==> config.mk <==
export PLATFORM = sky130hd
export DESIGN_NAME = apb_master_8bit_flat
export DESIGN_NICKNAME = d
export VERILOG_FILES = /design/src/rtl/apb_master_8bit_if.sv /design/src/rtl/apb_master_8bit.sv /design/src/flat_wrapper.sv
export SDC_FILE = /design/constraint.sdc
export NUM_CORES = 1
export LEC_CHECK = 0
export ABC_CLOCK_PERIOD_IN_PS = 2040
export CAP_MARGIN = 20
export CORE_MARGIN = 2
export CORE_UTILIZATION = 40
export CTS_CLUSTER_DIAMETER = 30
export DETAILED_ROUTE_END_ITERATION = 6
export GPL_ROUTABILITY_DRIVEN = 0
export PLACE_DENSITY_LB_ADDON = 0.08
export SLEW_MARGIN = 25
export SYNTH_ARGS = -nofsm -noshare
export SYNTH_HDL_FRONTEND = slang
export SYNTH_SLANG_ARGS = --single-unit
export TNS_END_PERCENT = 20
==> constraint.sdc <==
create_clock -name pclk -period 2.04 [get_ports pclk]
set_input_delay 0.306 -clock pclk [delete_from_list [all_inputs] [get_ports pclk]]
set_output_delay 0.306 -clock pclk [all_outputs]
set_load 0.03 [all_outputs]
==> src/rtl/apb_master_8bit_if.sv <==
// Command-stream and APB3 bus signals of the 8-bit APB initiator.
// The master modport is the initiator's view; slave is the command source plus peripheral.
interface apb_master_8bit_if #(
  parameter int DATA_WIDTH = 8,
  parameter int ADDR_WIDTH = 3
);
  logic                  cmd_valid;
  logic                  cmd_ready;
  logic                  cmd_write;
  logic [ADDR_WIDTH-1:0] cmd_addr;
  logic [DATA_WIDTH-1:0] cmd_wdata;

  logic                  rsp_valid;
  logic [DATA_WIDTH-1:0] rsp_rdata;
  logic                  rsp_err;
  logic                  rsp_timeout;

  logic                  psel;
  logic                  penable;
  logic                  pwrite;
  logic [ADDR_WIDTH-1:0] paddr;
  logic [DATA_WIDTH-1:0] pwdata;
  logic [DATA_WIDTH-1:0] prdata;
  logic                  pready;
  logic                  pslverr;

  modport master (
    input  cmd_valid, cmd_write, cmd_addr, cmd_wdata,
    input  prdata, pready, pslverr,
    output cmd_ready, rsp_valid, rsp_rdata, rsp_err, rsp_timeout,
    output psel, penable, pwrite, paddr, pwdata
  );

  modport slave (
    output cmd_valid, cmd_write, cmd_addr, cmd_wdata,
    output prdata, pready, pslverr,
    input  cmd_ready, rsp_valid, rsp_rdata, rsp_err, rsp_timeout,
    input  psel, penable, pwrite, paddr, pwdata
  );
endinterface

==> src/rtl/apb_master_8bit.sv <==
// APB3 initiator: one valid/ready command becomes one APB transfer, with a
// wait-state limit that aborts stalled transfers. All outputs are registered.
//   state    | meaning
//   S_IDLE   | cmd_ready high, waiting for a command
//   S_SETUP  | psel high, penable low, address/data presented
//   S_ACCESS | psel and penable high, waiting for pready or the wait limit
module apb_master_8bit #(
  parameter int DATA_WIDTH = 8,
  parameter int ADDR_WIDTH = 3,
  parameter int TIMEOUT    = 16
) (
  input  logic                pclk,
  input  logic                preset_n,
  apb_master_8bit_if.master   bus
);

  typedef enum logic [1:0] {
    S_IDLE   = 2'd0,
    S_SETUP  = 2'd1,
    S_ACCESS = 2'd2
  } state_t;

  localparam bit         TO_EN   = (TIMEOUT != 0);
  localparam logic [7:0] TO_LAST = (TIMEOUT == 0) ? 8'd0 : 8'(TIMEOUT - 1);

  state_t                state_q, state_d;
  logic [7:0]            wait_cnt_q, wait_cnt_d;

  logic                  cmd_ready_q, cmd_ready_d;
  logic                  psel_q, psel_d;
  logic                  penable_q, penable_d;
  logic                  pwrite_q, pwrite_d;
  logic [ADDR_WIDTH-1:0] paddr_q, paddr_d;
  logic [DATA_WIDTH-1:0] pwdata_q, pwdata_d;

  logic                  rsp_valid_q, rsp_valid_d;
  logic [DATA_WIDTH-1:0] rsp_rdata_q, rsp_rdata_d;
  logic                  rsp_err_q, rsp_err_d;
  logic                  rsp_timeout_q, rsp_timeout_d;

  always_ff @(posedge pclk or negedge preset_n) begin
    if (!preset_n) begin
      state_q       <= S_IDLE;
      wait_cnt_q    <= 8'd0;
      cmd_ready_q   <= 1'b1;
      psel_q        <= 1'b0;
      penable_q     <= 1'b0;
      pwrite_q      <= 1'b0;
      paddr_q       <= '0;
      pwdata_q      <= '0;
      rsp_valid_q   <= 1'b0;
      rsp_rdata_q   <= '0;
      rsp_err_q     <= 1'b0;
      rsp_timeout_q <= 1'b0;
    end else begin
      state_q       <= state_d;
      wait_cnt_q    <= wait_cnt_d;
      cmd_ready_q   <= cmd_ready_d;
      psel_q        <= psel_d;
      penable_q     <= penable_d;
      pwrite_q      <= pwrite_d;
      paddr_q       <= paddr_d;
      pwdata_q      <= pwdata_d;
      rsp_valid_q   <= rsp_valid_d;
      rsp_rdata_q   <= rsp_rdata_d;
      rsp_err_q     <= rsp_err_d;
      rsp_timeout_q <= rsp_timeout_d;
    end
  end

  always_comb begin
    state_d       = state_q;
    wait_cnt_d    = wait_cnt_q;
    cmd_ready_d   = cmd_ready_q;
    psel_d        = psel_q;
    penable_d     = penable_q;
    pwrite_d      = pwrite_q;
    paddr_d       = paddr_q;
    pwdata_d      = pwdata_q;
    rsp_valid_d   = 1'b0;
    rsp_rdata_d   = rsp_rdata_q;
    rsp_err_d     = rsp_err_q;
    rsp_timeout_d = rsp_timeout_q;

    unique case (state_q)
      S_IDLE: begin
        if (bus.cmd_valid && cmd_ready_q) begin
          state_d     = S_SETUP;
          cmd_ready_d = 1'b0;
          psel_d      = 1'b1;
          pwrite_d    = bus.cmd_write;
          paddr_d     = bus.cmd_addr;
          pwdata_d    = bus.cmd_wdata;
        end
      end

      S_SETUP: begin
        state_d    = S_ACCESS;
        penable_d  = 1'b1;
        wait_cnt_d = 8'd0;
      end

      S_ACCESS: begin
        // pready wins over the wait limit when both land on the same edge
        if (bus.pready) begin
          state_d       = S_IDLE;
          cmd_ready_d   = 1'b1;
          psel_d        = 1'b0;
          penable_d     = 1'b0;
          rsp_valid_d   = 1'b1;
          rsp_err_d     = bus.pslverr;
          rsp_timeout_d = 1'b0;
          rsp_rdata_d   = pwrite_q ? '0 : bus.prdata;
        end else if (TO_EN && (wait_cnt_q == TO_LAST)) begin
          state_d       = S_IDLE;
          cmd_ready_d   = 1'b1;
          psel_d        = 1'b0;
          penable_d     = 1'b0;
          rsp_valid_d   = 1'b1;
          rsp_err_d     = 1'b1;
          rsp_timeout_d = 1'b1;
          rsp_rdata_d   = '0;
        end else begin
          wait_cnt_d = wait_cnt_q + 8'd1;
        end
      end

      default: begin
        state_d     = S_IDLE;
        cmd_ready_d = 1'b1;
        psel_d      = 1'b0;
        penable_d   = 1'b0;
      end
    endcase
  end

  assign bus.cmd_ready   = cmd_ready_q;
  assign bus.psel        = psel_q;
  assign bus.penable     = penable_q;
  assign bus.pwrite      = pwrite_q;
  assign bus.paddr       = paddr_q;
  assign bus.pwdata      = pwdata_q;
  assign bus.rsp_valid   = rsp_valid_q;
  assign bus.rsp_rdata   = rsp_rdata_q;
  assign bus.rsp_err     = rsp_err_q;
  assign bus.rsp_timeout = rsp_timeout_q;

endmodule

==> src/flat_wrapper.sv <==
// flat-port wrapper written by rule: the top's interface ports become plain ports
module apb_master_8bit_flat 
#(
  parameter int DATA_WIDTH = 8,
  parameter int ADDR_WIDTH = 3,
  parameter int TIMEOUT    = 16
)
  (pclk, preset_n, bus_cmd_valid, bus_cmd_write, bus_cmd_addr, bus_cmd_wdata, bus_prdata, bus_pready, bus_pslverr, bus_cmd_ready, bus_rsp_valid, bus_rsp_rdata, bus_rsp_err, bus_rsp_timeout, bus_psel, bus_penable, bus_pwrite, bus_paddr, bus_pwdata);
  apb_master_8bit_if #(.DATA_WIDTH(DATA_WIDTH), .ADDR_WIDTH(ADDR_WIDTH)) bus_i ();
  input  logic pclk;
  input  logic preset_n;
  input wire logic [$bits(bus_i.cmd_valid)-1:0] bus_cmd_valid;
  input wire logic [$bits(bus_i.cmd_write)-1:0] bus_cmd_write;
  input wire logic [$bits(bus_i.cmd_addr)-1:0] bus_cmd_addr;
  input wire logic [$bits(bus_i.cmd_wdata)-1:0] bus_cmd_wdata;
  input wire logic [$bits(bus_i.prdata)-1:0] bus_prdata;
  input wire logic [$bits(bus_i.pready)-1:0] bus_pready;
  input wire logic [$bits(bus_i.pslverr)-1:0] bus_pslverr;
  output wire logic [$bits(bus_i.cmd_ready)-1:0] bus_cmd_ready;
  output wire logic [$bits(bus_i.rsp_valid)-1:0] bus_rsp_valid;
  output wire logic [$bits(bus_i.rsp_rdata)-1:0] bus_rsp_rdata;
  output wire logic [$bits(bus_i.rsp_err)-1:0] bus_rsp_err;
  output wire logic [$bits(bus_i.rsp_timeout)-1:0] bus_rsp_timeout;
  output wire logic [$bits(bus_i.psel)-1:0] bus_psel;
  output wire logic [$bits(bus_i.penable)-1:0] bus_penable;
  output wire logic [$bits(bus_i.pwrite)-1:0] bus_pwrite;
  output wire logic [$bits(bus_i.paddr)-1:0] bus_paddr;
  output wire logic [$bits(bus_i.pwdata)-1:0] bus_pwdata;
  assign bus_i.cmd_valid = bus_cmd_valid;
  assign bus_i.cmd_write = bus_cmd_write;
  assign bus_i.cmd_addr = bus_cmd_addr;
  assign bus_i.cmd_wdata = bus_cmd_wdata;
  assign bus_i.prdata = bus_prdata;
  assign bus_i.pready = bus_pready;
  assign bus_i.pslverr = bus_pslverr;
  assign bus_cmd_ready = bus_i.cmd_ready;
  assign bus_rsp_valid = bus_i.rsp_valid;
  assign bus_rsp_rdata = bus_i.rsp_rdata;
  assign bus_rsp_err = bus_i.rsp_err;
  assign bus_rsp_timeout = bus_i.rsp_timeout;
  assign bus_psel = bus_i.psel;
  assign bus_penable = bus_i.penable;
  assign bus_pwrite = bus_i.pwrite;
  assign bus_paddr = bus_i.paddr;
  assign bus_pwdata = bus_i.pwdata;
  apb_master_8bit #(.DATA_WIDTH(DATA_WIDTH), .ADDR_WIDTH(ADDR_WIDTH), .TIMEOUT(TIMEOUT)) u_core (.pclk(pclk), .preset_n(preset_n), .bus(bus_i));
endmodule
==> results of run 1 <==
[per-layer routing]
layer	wire length (microns)	part of all wire (%)	GRT usage [%]	vias up
li1	-	-	-	687
met1	1780	44	22.4	718
met2	1960	48	27.4	42
met3	266	6.6	7.27	7
met4	52	1.3	6.32	0
met5	0	0	0	-
[worst max path at each step]
stage / slack (ps) / cells after the start / end
global route: 170 / 1 / bus_cmd_ready
global placement: 200 / 4 / u_core.bus.rsp_err
CTS: 80 / 4 / u_core.bus.rsp_err
floorplan: 290 / 4 / u_core.bus.pwdata[0]
detailed placement: 100 / 4 / u_core.bus.rsp_err
finish: 200 / 1 / bus_cmd_ready
[placed cells by master (no fill, tap or decap), types with 2 or more instances in the layout]
master | synthesis | routed
sky130_fd_sc_hd__or3_1 | 2 | 2
sky130_fd_sc_hd__a2111oi_0 | 2 | 2
sky130_fd_sc_hd__nor2_1 | 7 | 7
sky130_fd_sc_hd__o2111ai_1 | 2 | 2
sky130_fd_sc_hd__mux2_2 | 12 | 12
sky130_fd_sc_hd__a32o_1 | 2 | 2
sky130_fd_sc_hd__a22o_1 | 8 | 8
sky130_fd_sc_hd__nand4_1 | 3 | 3
sky130_fd_sc_hd__o22ai_1 | 2 | 2
sky130_fd_sc_hd__nand2_1 | 6 | 6
sky130_fd_sc_hd__inv_1 | 5 | 5
sky130_fd_sc_hd__a21o_1 | 8 | 8
sky130_fd_sc_hd__dfrtp_1 | 35 | 35
sky130_fd_sc_hd__nand3_1 | 7 | 7
sky130_fd_sc_hd__clkbuf_8 | 0 | 7
sky130_fd_sc_hd__nor2b_1 | 2 | 2
sky130_fd_sc_hd__o211ai_1 | 3 | 3
sky130_fd_sc_hd__clkdlybuf4s50_1 | 0 | 49
sky130_fd_sc_hd__a211oi_1 | 2 | 2
sky130_fd_sc_hd__a21oi_1 | 8 | 7
sky130_fd_sc_hd__nand2b_1 | 5 | 5
sky130_fd_sc_hd__buf_4 | 1 | 8
[registers in the layout, indices dropped and copies added (netlist names), 2 cells and up]
signal / flops
u_core.bus.rsp_rdata: 8
u_core.bus.paddr: 3
u_core.wait_cnt_q: 8
u_core.bus.pwdata: 8
u_core.state_q: 2
[power groups by stage]
stage | sequential [W] | combinational (W) | clock, W
4_1_cts | 0.000932 | 0.000632 | 0.000708
3_3_place_gp | 0.000934 | 0.000624 | 0
2_1_floorplan | 0.00110 | 0.000178 | 0
6_report | 0.000932 | 0.000628 | 0.000691
5_1_grt | 0.000951 | 0.000670 | 0.000739
3_5_place_dp | 0.000943 | 0.000627 | 0
[kinds of logic after synthesis]
kind of cell    after synthesis  share of synthesized area, %
compound gates               46                          20.4
flops                        36                          52.5
fa+ha+maj                     2                          1.31
mux                          12                          7.87
buf+inv                      16                          4.37
simple gates                 40                          13.5
[metrics by stage]
stage	util, %	instances
2_1_floorplan	-	152
5_1_grt	59.5	257
6_report	59.5	257
3_3_place_gp	56.3	249
4_1_cts	59.5	257
3_5_place_dp	56.3	249
[final cells by class]
cell class                 instances  area (sq um)  area share (%)
multi-input combinational        100           751            31.1
clock inverter                     1          30.0            1.24
tap                               50          62.6            2.59
sequential                        36           902            37.3
clock buffer                       7          96.3            3.99
timing repair buffer              58           556            23.0
inverter                           5          18.8           0.777
==> Implementation_results.wiki, run 1 <==
{| class="wikitable"
! Metric !! Value
|-
| Fraction of the yosys area taken by sequential cells || 52.5%
|-
| Clock tree from TritonCTS || done
|-
| Vias in the first global route || 1382
|-
| Ratio of cells with drive above 1 in the final layout || approximately 16%
|-
| Most common cell in the synthesized netlist || sky130_fd_sc_hd__dfrtp_1
|-
| Leak Pwr || between 0.9 and 1 nW
|-
| Internal power || approximately 0.0016 W
|-
| Minimum hold slack || around 97 ps
|-
| Antenna violations before repair || 0
|-
| Total of max-cap violations || 0
|-
| Hold Crit Class || input pin to async pin
|-
| R2R Setup Slk || approximately 380 ps
|-
| Final setup violation count || 0
|-
| Fin Clk Skew || ~4 ps
|-
| Sw Share || a little under a third
|-
| Sum of overflow across all layers after global routing || 0
|-
| Via count || approximately 1500
|-
| RSZ-0062 raised after global routing || no
|-
| Number of port buffers || 50
|-
| Global-route wire length before repair || slightly below 7000 microns
|-
| Result of the run || finished clean
|-
| Effective utilization at floorplan || between 40 and 50%
|-
| Top flip-flop cell by instance count after synthesis || sky130_fd_sc_hd__dfrtp_1
|-
| Worst setup path start || u_core.bus.cmd_ready
|-
| CTS Hold Buffers Added || 0
|-
| Final hold viol count || 0
|-
| Synth Warn # || 0
|-
| Final antenna diode count || 0
|-
| Worst Tran Pin Value || between 800 and 900 ps
|-
| Slowest cell on the critical path || sky130_fd_sc_hd__clkdlybuf4s50_1
|-
| CTS Buf Count || 5
|-
| Cell-by-cell listing of the critical path || clkdlybuf4s50_1
|-
| Clock network power share || about 30%
|-
| Minimum clock period after layout || ~1800 ps
|-
| Largest stage delay on the critical path || approximately 680 ps
|-
| Maximum buffer depth of the clock tree || 2
|-
| Global-route total usage across every layer || between 10% and 20%
|-
| Required time worst endpoint || around 1700 ps
|-
| Final Max Tran Viols || 0
|-
| Die area || just under 5000 sq um
|-
| Number of gates resized after CTS || 0
|-
| Relative slew slack || roughly 46%
|-
| Overall power after layout || approximately 0.0023 W
|-
| Count of flip-flops with a built-in enable after synthesis || 0
|-
| Worst Reg-to-Reg Cells || 4
|-
| Root Driver || sky130_fd_sc_hd__clkbuf_8
|-
| Clock H-tree levels || 2
|-
| Post-synth top area share || around half
|-
| Leading cell types by total area after synthesis || sky130_fd_sc_hd__dfrtp_1 51%, sky130_fd_sc_hd__mux2_2 7.9%, sky130_fd_sc_hd__a22o_1 4.1%, sky130_fd_sc_hd__a21o_1 3.5%, sky130_fd_sc_hd__a21oi_1 2.3%
|-
| Post-route standard cell area excluding fillers || ~2400 sq um
|-
| DR vias/cell || roughly 5.7
|-
| Die Width || roughly 70 microns
|-
| Synthesized area || ~1700 sq um
|-
| Reg-to-reg critical path endpoint || u_core.bus.rsp_err
|-
| Vertical extent of the die || approximately 70 microns
|-
| Number of buffers and inverters on the critical path || 1
|-
| Max FO, Critical Path || 4
|-
| CP Launch Type || flop
|-
| Total Routed Length || 4060 microns
|-
| Setup TNS after final layout || 0 ps
|-
| Total nets after synthesis || approximately 180
|-
| Clock Sinks || 36
|-
| Routed wirelength normalized by instance count || about 16 microns
|-
| Number of DRC violations after detailed-routing iteration 0 || between 100 and 150
|-
| Library cell occupying the most area in the post-synthesis netlist || sky130_fd_sc_hd__dfrtp_1
|-
| DRT antenna net count || 0
|-
| Family with the most delay on the worst path || buffers and inverters
|-
| Share of total power in sequential cells || between 40 and 50%
|-
| Final net count || 232
|-
| Endpoint type of the worst setup path || output pin
|-
| Net switching component of the power || between 0.0006 and 0.0007 W
|-
| WP data arrival || between 1500 and 2000 ps
|-
| Source of the worst register-to-register timing path || u_core.wait_cnt_q[1]
|-
| Clock-pin transition on the worst setup and hold timing paths || 70 ps
|-
| Synth unique cells || between 40 and 50
|-
| Worst Path Class, Setup || flop to output pin
|-
| Post-CTS setup repair buffer count || 0
|-
| DR pass1 iterations || 4
|-
| Maximum resistive drop on vdd || 0.651 mV
|-
| Post-synth top cells || 35 x sky130_fd_sc_hd__dfrtp_1, 12 x sky130_fd_sc_hd__mux2_2, 8 x sky130_fd_sc_hd__a21o_1, 8 x sky130_fd_sc_hd__a21oi_1, 8 x sky130_fd_sc_hd__a22o_1
|-
| Worst slack at placement || 100 ps
|-
| Remaining routing DRC violations || 0
|-
| Proportion of power drawn by combinational gates || 27.9%
|-
| Final worst-path setup slack || between 200 and 250 ps
|-
| Clock Latency Late Sink || between 200 and 300 ps
|-
| Fillers || 325
|-
| Floorplan Core Area || about 4000 sq um
|-
| Highest clock frequency the design can meet || roughly 0.54 GHz
|-
| Synthesized instance count || about 150
|-
| Tcrit/Tclk final || 90.0%
|-
| FF+latch count, synth || 36
|-
| Ratio of total power to cell area || slightly above 900 nW/um^2
|-
| Pin count of the biggest net entering global routing || 37
|-
| Cell Rows || 23
|-
| Synth-to-layout area growth || 40.6%
|-
| Dpl hpwl || 2690 microns
|-
| Placed instance area || 2290 sq um
|-
| Share of synthesized flip-flops with an asynchronous set or reset || 100%
|-
| Synth Area per Inst || ~11 sq um
|-
| I/O pin count || slightly above 50
|}
(Power assumes the default switching activity.)
==> inputs of run 2 (changes only) <==
--- a/config.mk
+++ b/config.mk
@@ -6,5 +6,5 @@
 export NUM_CORES = 1
 export LEC_CHECK = 0
-export ABC_CLOCK_PERIOD_IN_PS = 2040
+export ABC_CLOCK_PERIOD_IN_PS = 2200
 export CAP_MARGIN = 20
 export CORE_MARGIN = 2
==> constraint.sdc (replaced) <==
create_clock -name pclk -period 2.2 [get_ports pclk]
set_input_delay 0.44 -clock pclk [delete_from_list [all_inputs] [get_ports pclk]]
set_output_delay 0.44 -clock pclk [all_outputs]
set_load 0.03 [all_outputs]
==> run 2 against run 1 <==
Net effect: clock power fell by 18%; utilization is 0.92 points lower; critical path type unchanged; sequential power down 7.5%; total power shrank 11%.
==> Implementation_results.wiki, run 2 (synthesized netlist as in run 1, its figures left out) <==
{| class="wikitable"
! Metric !! Value
|-
| Global-route wire length before repair || ~7000 microns
|-
| Fin Clk Skew || 5.05 ps
|-
| Antenna violations before repair || 0
|-
| Clock tree from TritonCTS || done
|-
| Minimum clock period after layout || 1960 ps
|-
| Die Width || approximately 70 microns
|-
| Worst slack at placement || between 150 and 200 ps
|-
| Post-CTS setup repair buffer count || 0
|-
| Endpoint type of the worst setup path || output pin
|-
| Clock network power share || approximately 28%
|-
| RSZ-0062 raised after global routing || no
|-
| Remaining routing DRC violations || 0
|-
| DR vias/cell || around 5.7
|-
| Effective utilization at floorplan || 42.3%
|-
| Clock H-tree levels || 2
|-
| Sum of overflow across all layers after global routing || 0
|-
| Number of buffers and inverters on the critical path || 1
|-
| Final worst-path setup slack || 238 ps
|-
| Worst Reg-to-Reg Cells || 4
|-
| Hold Crit Class || input pin to async pin
|-
| Tcrit/Tclk final || between 80% and 90%
|-
| I/O pin count || slightly above 50
|-
| Final std cells w/o fill || 255
|-
| Reg-to-reg critical path endpoint || u_core.wait_cnt_q[0]
|-
| Total Routed Length || 4050 microns
|-
| Highest clock frequency the design can meet || ~0.51 GHz
|-
| Synth-to-layout area growth || 38.5%
|-
| Routed wirelength normalized by instance count || between 15 and 20 microns
|-
| Setup TNS after final layout || 0 ps
|-
| Result of the run || finished clean
|-
| R2R Setup Slk || around 500 ps
|-
| Utilization of the core after routing || between 50 and 60%
|-
| Clock Latency Late Sink || roughly 280 ps
|-
| Cell-by-cell listing of the critical path || clkdlybuf4s50_1
|-
| Slowest cell on the critical path || sky130_fd_sc_hd__clkdlybuf4s50_1
|-
| Die area || 4840 sq um
|-
| Net switching component of the power || 0.000624 W
|-
| Sw Share || between 30% and 40%
|-
| Via count || about 1400
|-
| Largest stage delay on the critical path || 680 ps
|-
| Number of placed cells counting well taps || between 200 and 250
|-
| DR pass1 iterations || 4
|-
| Number of gates resized after CTS || 0
|-
| Floorplan Core Area || approximately 4100 sq um
|-
| Number of DRC violations after detailed-routing iteration 0 || 99
|-
| Commonest non-fill, non-tap cell in the layout || sky130_fd_sc_hd__clkdlybuf4s50_1
|-
| CTS Buf Count || 5
|-
| Share of total power in sequential cells || 43.0%
|-
| Pin count of the biggest net entering global routing || 37
|-
| Worst Tran Pin Value || ~810 ps
|-
| Maximum buffer depth of the clock tree || 2
|-
| Final hold viol count || 0
|-
| Final setup violation count || 0
|-
| Number of port buffers || 50
|-
| DRT antenna net count || 0
|-
| CTS Hold Buffers Added || 0
|-
| Worst Path Class, Setup || flop to output pin
|-
| Highest-count cells in the layout ignoring fill and taps || 49 x sky130_fd_sc_hd__clkdlybuf4s50_1, 35 x sky130_fd_sc_hd__dfrtp_1, 12 x sky130_fd_sc_hd__mux2_2
|-
| Clock Sinks || 36
|-
| Final net count || 230
|-
| CP Launch Type || flop
|-
| Family with the most delay on the worst path || buffers and inverters
|-
| Final Max Tran Viols || 0
|-
| Root Driver || sky130_fd_sc_hd__clkbuf_8
|-
| Vertical extent of the die || between 60 and 70 microns
|-
| Minimum hold slack || approximately 240 ps
|-
| Internal power || between 0.001 and 0.0015 W
|-
| Required time worst endpoint || around 1800 ps
|-
| Clock-pin transition on the worst setup and hold timing paths || 70 ps
|-
| Total of max-cap violations || 0
|-
| Vias in the first global route || around 1500
|-
| WP data arrival || roughly 1500 ps
|-
| Dpl hpwl || between 2000 and 3000 microns
|-
| Proportion of power drawn by combinational gates || 28.7%
|-
| Cell Rows || 23
|-
| Maximum resistive drop on vdd || slightly above 0.6 mV
|-
| Max FO, Critical Path || 4
|-
| Source of the worst register-to-register timing path || u_core.wait_cnt_q[4]
|-
| Final antenna diode count || 0
|-
| Leak Pwr || about 0.96 nW
|-
| Global-route total usage across every layer || between 15 and 20%
|-
| Relative slew slack || around 46%
|-
| Ratio of cells with drive above 1 in the final layout || between 10 and 15%
|-
| Ratio of total power to cell area || 842 nW/um^2
|}
[run 2: worst max path at each step]
stage	end	slack [ps]	startpoint	cells after the start
2_1_floorplan	u_core.bus.pwdata[0]	450	u_core.bus.cmd_ready	4
5_1_grt	bus_cmd_ready	200	u_core.bus.cmd_ready	1
4_1_cts	bus_cmd_ready	230	u_core.bus.cmd_ready	1
3_3_place_gp	u_core.wait_cnt_q[5]	230	bus_pready	4
3_5_place_dp	u_core.wait_cnt_q[5]	150	bus_pready	4
6_report	bus_cmd_ready	240	u_core.bus.cmd_ready	1
[run 2: routing by layer]
metal / vias up / global-route usage [%] / routed length, microns
li1: 675 / - / -
met1: 721 / 23.3 / 1790
met2: 41 / 28.3 / 1950
met3: 6 / 6.98 / 253
met4: 0 / 5.23 / 63
met5: - / 0 / 0
[run 2: through the flow]
step / cell area, sq um / total power (W)
after floorplan: 1720 / 0.00119
after global placement: 2270 / 0.00144
after detailed placement: 2270 / 0.00145
after CTS: 2380 / 0.00203
after global routing: 2380 / 0.00212
final: 2380 / 0.00200
[run 2: final cells by class]
cell class / instances / area (sq um)
timing repair buffer: 56 / 541
clock buffer: 6 / 72.6
clock inverter: 2 / 35.0
inverter: 5 / 18.8
tap: 50 / 62.6
fill: 339 / 1680
multi-input combinational: 100 / 747
sequential: 36 / 902
[run 2: power by group through the flow]
stage	logic [W]	clock network, W	registers, W
2_1_floorplan	0.000165	0	0.00102
3_3_place_gp	0.000569	0	0.000868
3_5_place_dp	0.000578	0	0.000874
4_1_cts	0.000582	0.000585	0.000862
5_1_grt	0.000614	0.000621	0.000881
6_report	0.000574	0.000566	0.000862
==> inputs of run 3 (changes only) <==
CTS_BUF_LIST = sky130_fd_sc_hd__clkbuf_2 sky130_fd_sc_hd__clkbuf_4 sky130_fd_sc_hd__clkbuf_8   (was default)
==> run 3 against run 2 <==
Net effect: cell count unchanged; die area is the same; sequential share of layout area is 0.060 points lower; critical endpoint unchanged; utilization rose by 0.093 points; combinational power is essentially flat; largest cell class unchanged; critical path type unchanged.
==> Implementation_results.wiki, run 3 (synthesized netlist as in run 1, its figures left out) <==
{| class="wikitable"
! Metric !! Value
|-
| Effective utilization at floorplan || 42.3%
|-
| Slowest cell on the critical path || sky130_fd_sc_hd__clkdlybuf4s50_1
|-
| Sw Share || approximately 31%
|-
| Internal power || between 0.001 and 0.0015 W
|-
| RSZ-0062 raised after global routing || no
|-
| Share of total power in sequential cells || around 43%
|-
| Sum of overflow across all layers after global routing || 0
|-
| Highest-count cells in the layout ignoring fill and taps || 49 x sky130_fd_sc_hd__clkdlybuf4s50_1, 35 x sky130_fd_sc_hd__dfrtp_1, 12 x sky130_fd_sc_hd__mux2_2
|-
| Maximum resistive drop on vdd || roughly 0.61 mV
|-
| Highest clock frequency the design can meet || 0.510 GHz
|-
| Required time worst endpoint || between 1500 and 2000 ps
|-
| Family with the most delay on the worst path || buffers and inverters
|-
| Worst slack at placement || approximately 150 ps
|-
| CTS Hold Buffers Added || 0
|-
| Pin count of the biggest net entering global routing || 37
|-
| Number of port buffers || 50
|-
| Largest stage delay on the critical path || just under 700 ps
|-
| Number of placed cells counting well taps || between 200 and 250
|-
| Clock tree from TritonCTS || done
|-
| Via count || 1451
|-
| Clock Sinks || 36
|-
| Minimum hold slack || between 200 and 250 ps
|-
| Max FO, Critical Path || 4
|-
| Clock network power share || 28.7%
|-
| Clock-pin transition on the worst setup and hold timing paths || about 70 ps
|-
| Overall power after layout || just over 0.002 W
|-
| Setup TNS after final layout || 0 ps
|-
| Maximum buffer depth of the clock tree || 2
|-
| Global-route wire length before repair || 6980 microns
|-
| Synth-to-layout area growth || 38.7%
|-
| DR vias/cell || approximately 5.7
|-
| Final setup violation count || 0
|-
| Routed wirelength normalized by instance count || 15.9 microns
|-
| Commonest non-fill, non-tap cell in the layout || sky130_fd_sc_hd__clkdlybuf4s50_1
|-
| Vertical extent of the die || just under 70 microns
|-
| Number of DRC violations after detailed-routing iteration 0 || just over 100
|-
| Final hold viol count || 0
|-
| Final antenna diode count || 0
|-
| Remaining routing DRC violations || 0
|-
| Result of the run || finished clean
|-
| CTS Buf Count || 5
|-
| Antenna violations before repair || 0
|-
| Final net count || 230
|-
| Leak Pwr || 0.968 nW
|-
| Floorplan Core Area || approximately 4000 sq um
|-
| Worst Tran Pin Value || a little over 800 ps
|-
| Worst Path Class, Setup || flop to output pin
|-
| Vias in the first global route || approximately 1500
|-
| Fin Clk Skew || around 4.4 ps
|-
| Global-route total usage across every layer || 18.1%
|-
| Ratio of cells with drive above 1 in the final layout || 15.1%
|-
| Die Width || slightly below 70 microns
|-
| WP data arrival || approximately 1500 ps
|-
| Final std cells w/o fill || 255
|-
| Endpoint type of the worst setup path || output pin
|-
| Root Driver || sky130_fd_sc_hd__clkbuf_8
|-
| Proportion of power drawn by combinational gates || approximately 28%
|-
| Die area || around 4800 sq um
|-
| Total of max-cap violations || 0
|-
| Relative slew slack || between 40% and 50%
|-
| Total Routed Length || between 4000 and 5000 microns
|-
| Number of buffers and inverters on the critical path || 1
|-
| I/O pin count || roughly 50
|-
| Minimum clock period after layout || approximately 2000 ps
|-
| Clock H-tree levels || 2
|-
| CP Launch Type || flop
|-
| Net switching component of the power || about 0.00062 W
|-
| DRT antenna net count || 0
|-
| Clock Latency Late Sink || ~280 ps
|-
| Final Max Tran Viols || 0
|-
| Cell Rows || 23
|-
| Cell-by-cell listing of the critical path || clkdlybuf4s50_1
|-
| Ratio of total power to cell area || 845 nW/um^2
|-
| Dpl hpwl || 2840 microns
|-
| Number of gates resized after CTS || 0
|-
| DR pass1 iterations || 4
|-
| Hold Crit Class || input pin to async pin
|-
| Post-CTS setup repair buffer count || 0
|-
| Final worst-path setup slack || 239 ps
|-
| Tcrit/Tclk final || 89.1%
|}
run 3: cell counts in the layout (fill, tap and decap cells not counted):
Identical to the previous run, type by type.
run 3: cell type report:
class,count,area [sq um]
well taps,50,62.6
flip-flops and latches,36,902
fillers,337,1680
clock buffers,6,76.3
repair buffers,56,541
multi-input cells,100,747
inverters,5,18.8
clock inverters,2,35.0
run 3: layer usage:
layer,up-vias,track usage [%],part of all wire [%]
met2,43,28.3,48
met5,-,0,0
met1,726,23.3,45
met3,6,6.98,5.9
met4,0,5.23,1.6
li1,676,-,-
run 3: per-stage QoR:
stage,util (%),cell area (sq um)
after floorplan,-,1720
after global placement,56.0,2270
after detailed placement,56.0,2270
after CTS,58.7,2380
after global routing,58.7,2380
final,58.7,2380
run 3: path summary, 6_finish.rpt:
path	startpoint	to	slack, ps	depth (start not counted)
worst max register to register	u_core.wait_cnt_q[4]	u_core.wait_cnt_q[0]	500	4
worst max-delay path	u_core.bus.cmd_ready	bus_cmd_ready	240	1
worst min-delay path	preset_n	u_core.wait_cnt_q[4]	240	1
worst min register to register	u_core.bus.pwdata[4]	u_core.bus.pwdata[4]	510	1
min in group pclk	u_core.bus.pwdata[4]	u_core.bus.pwdata[4]	510	1
max in group asynchronous	preset_n	u_core.bus.psel	1450	1
run 3: power by group through the flow:
stage / Clock [W] / Combinational [W] / Sequential, W
floorplan: 0 / 0.000165 / 0.00102
global placement: 0 / 0.000569 / 0.000868
detailed placement: 0 / 0.000578 / 0.000874
CTS: 0.000597 / 0.000582 / 0.000862
global route: 0.000633 / 0.000614 / 0.000881
finish: 0.000577 / 0.000575 / 0.000862
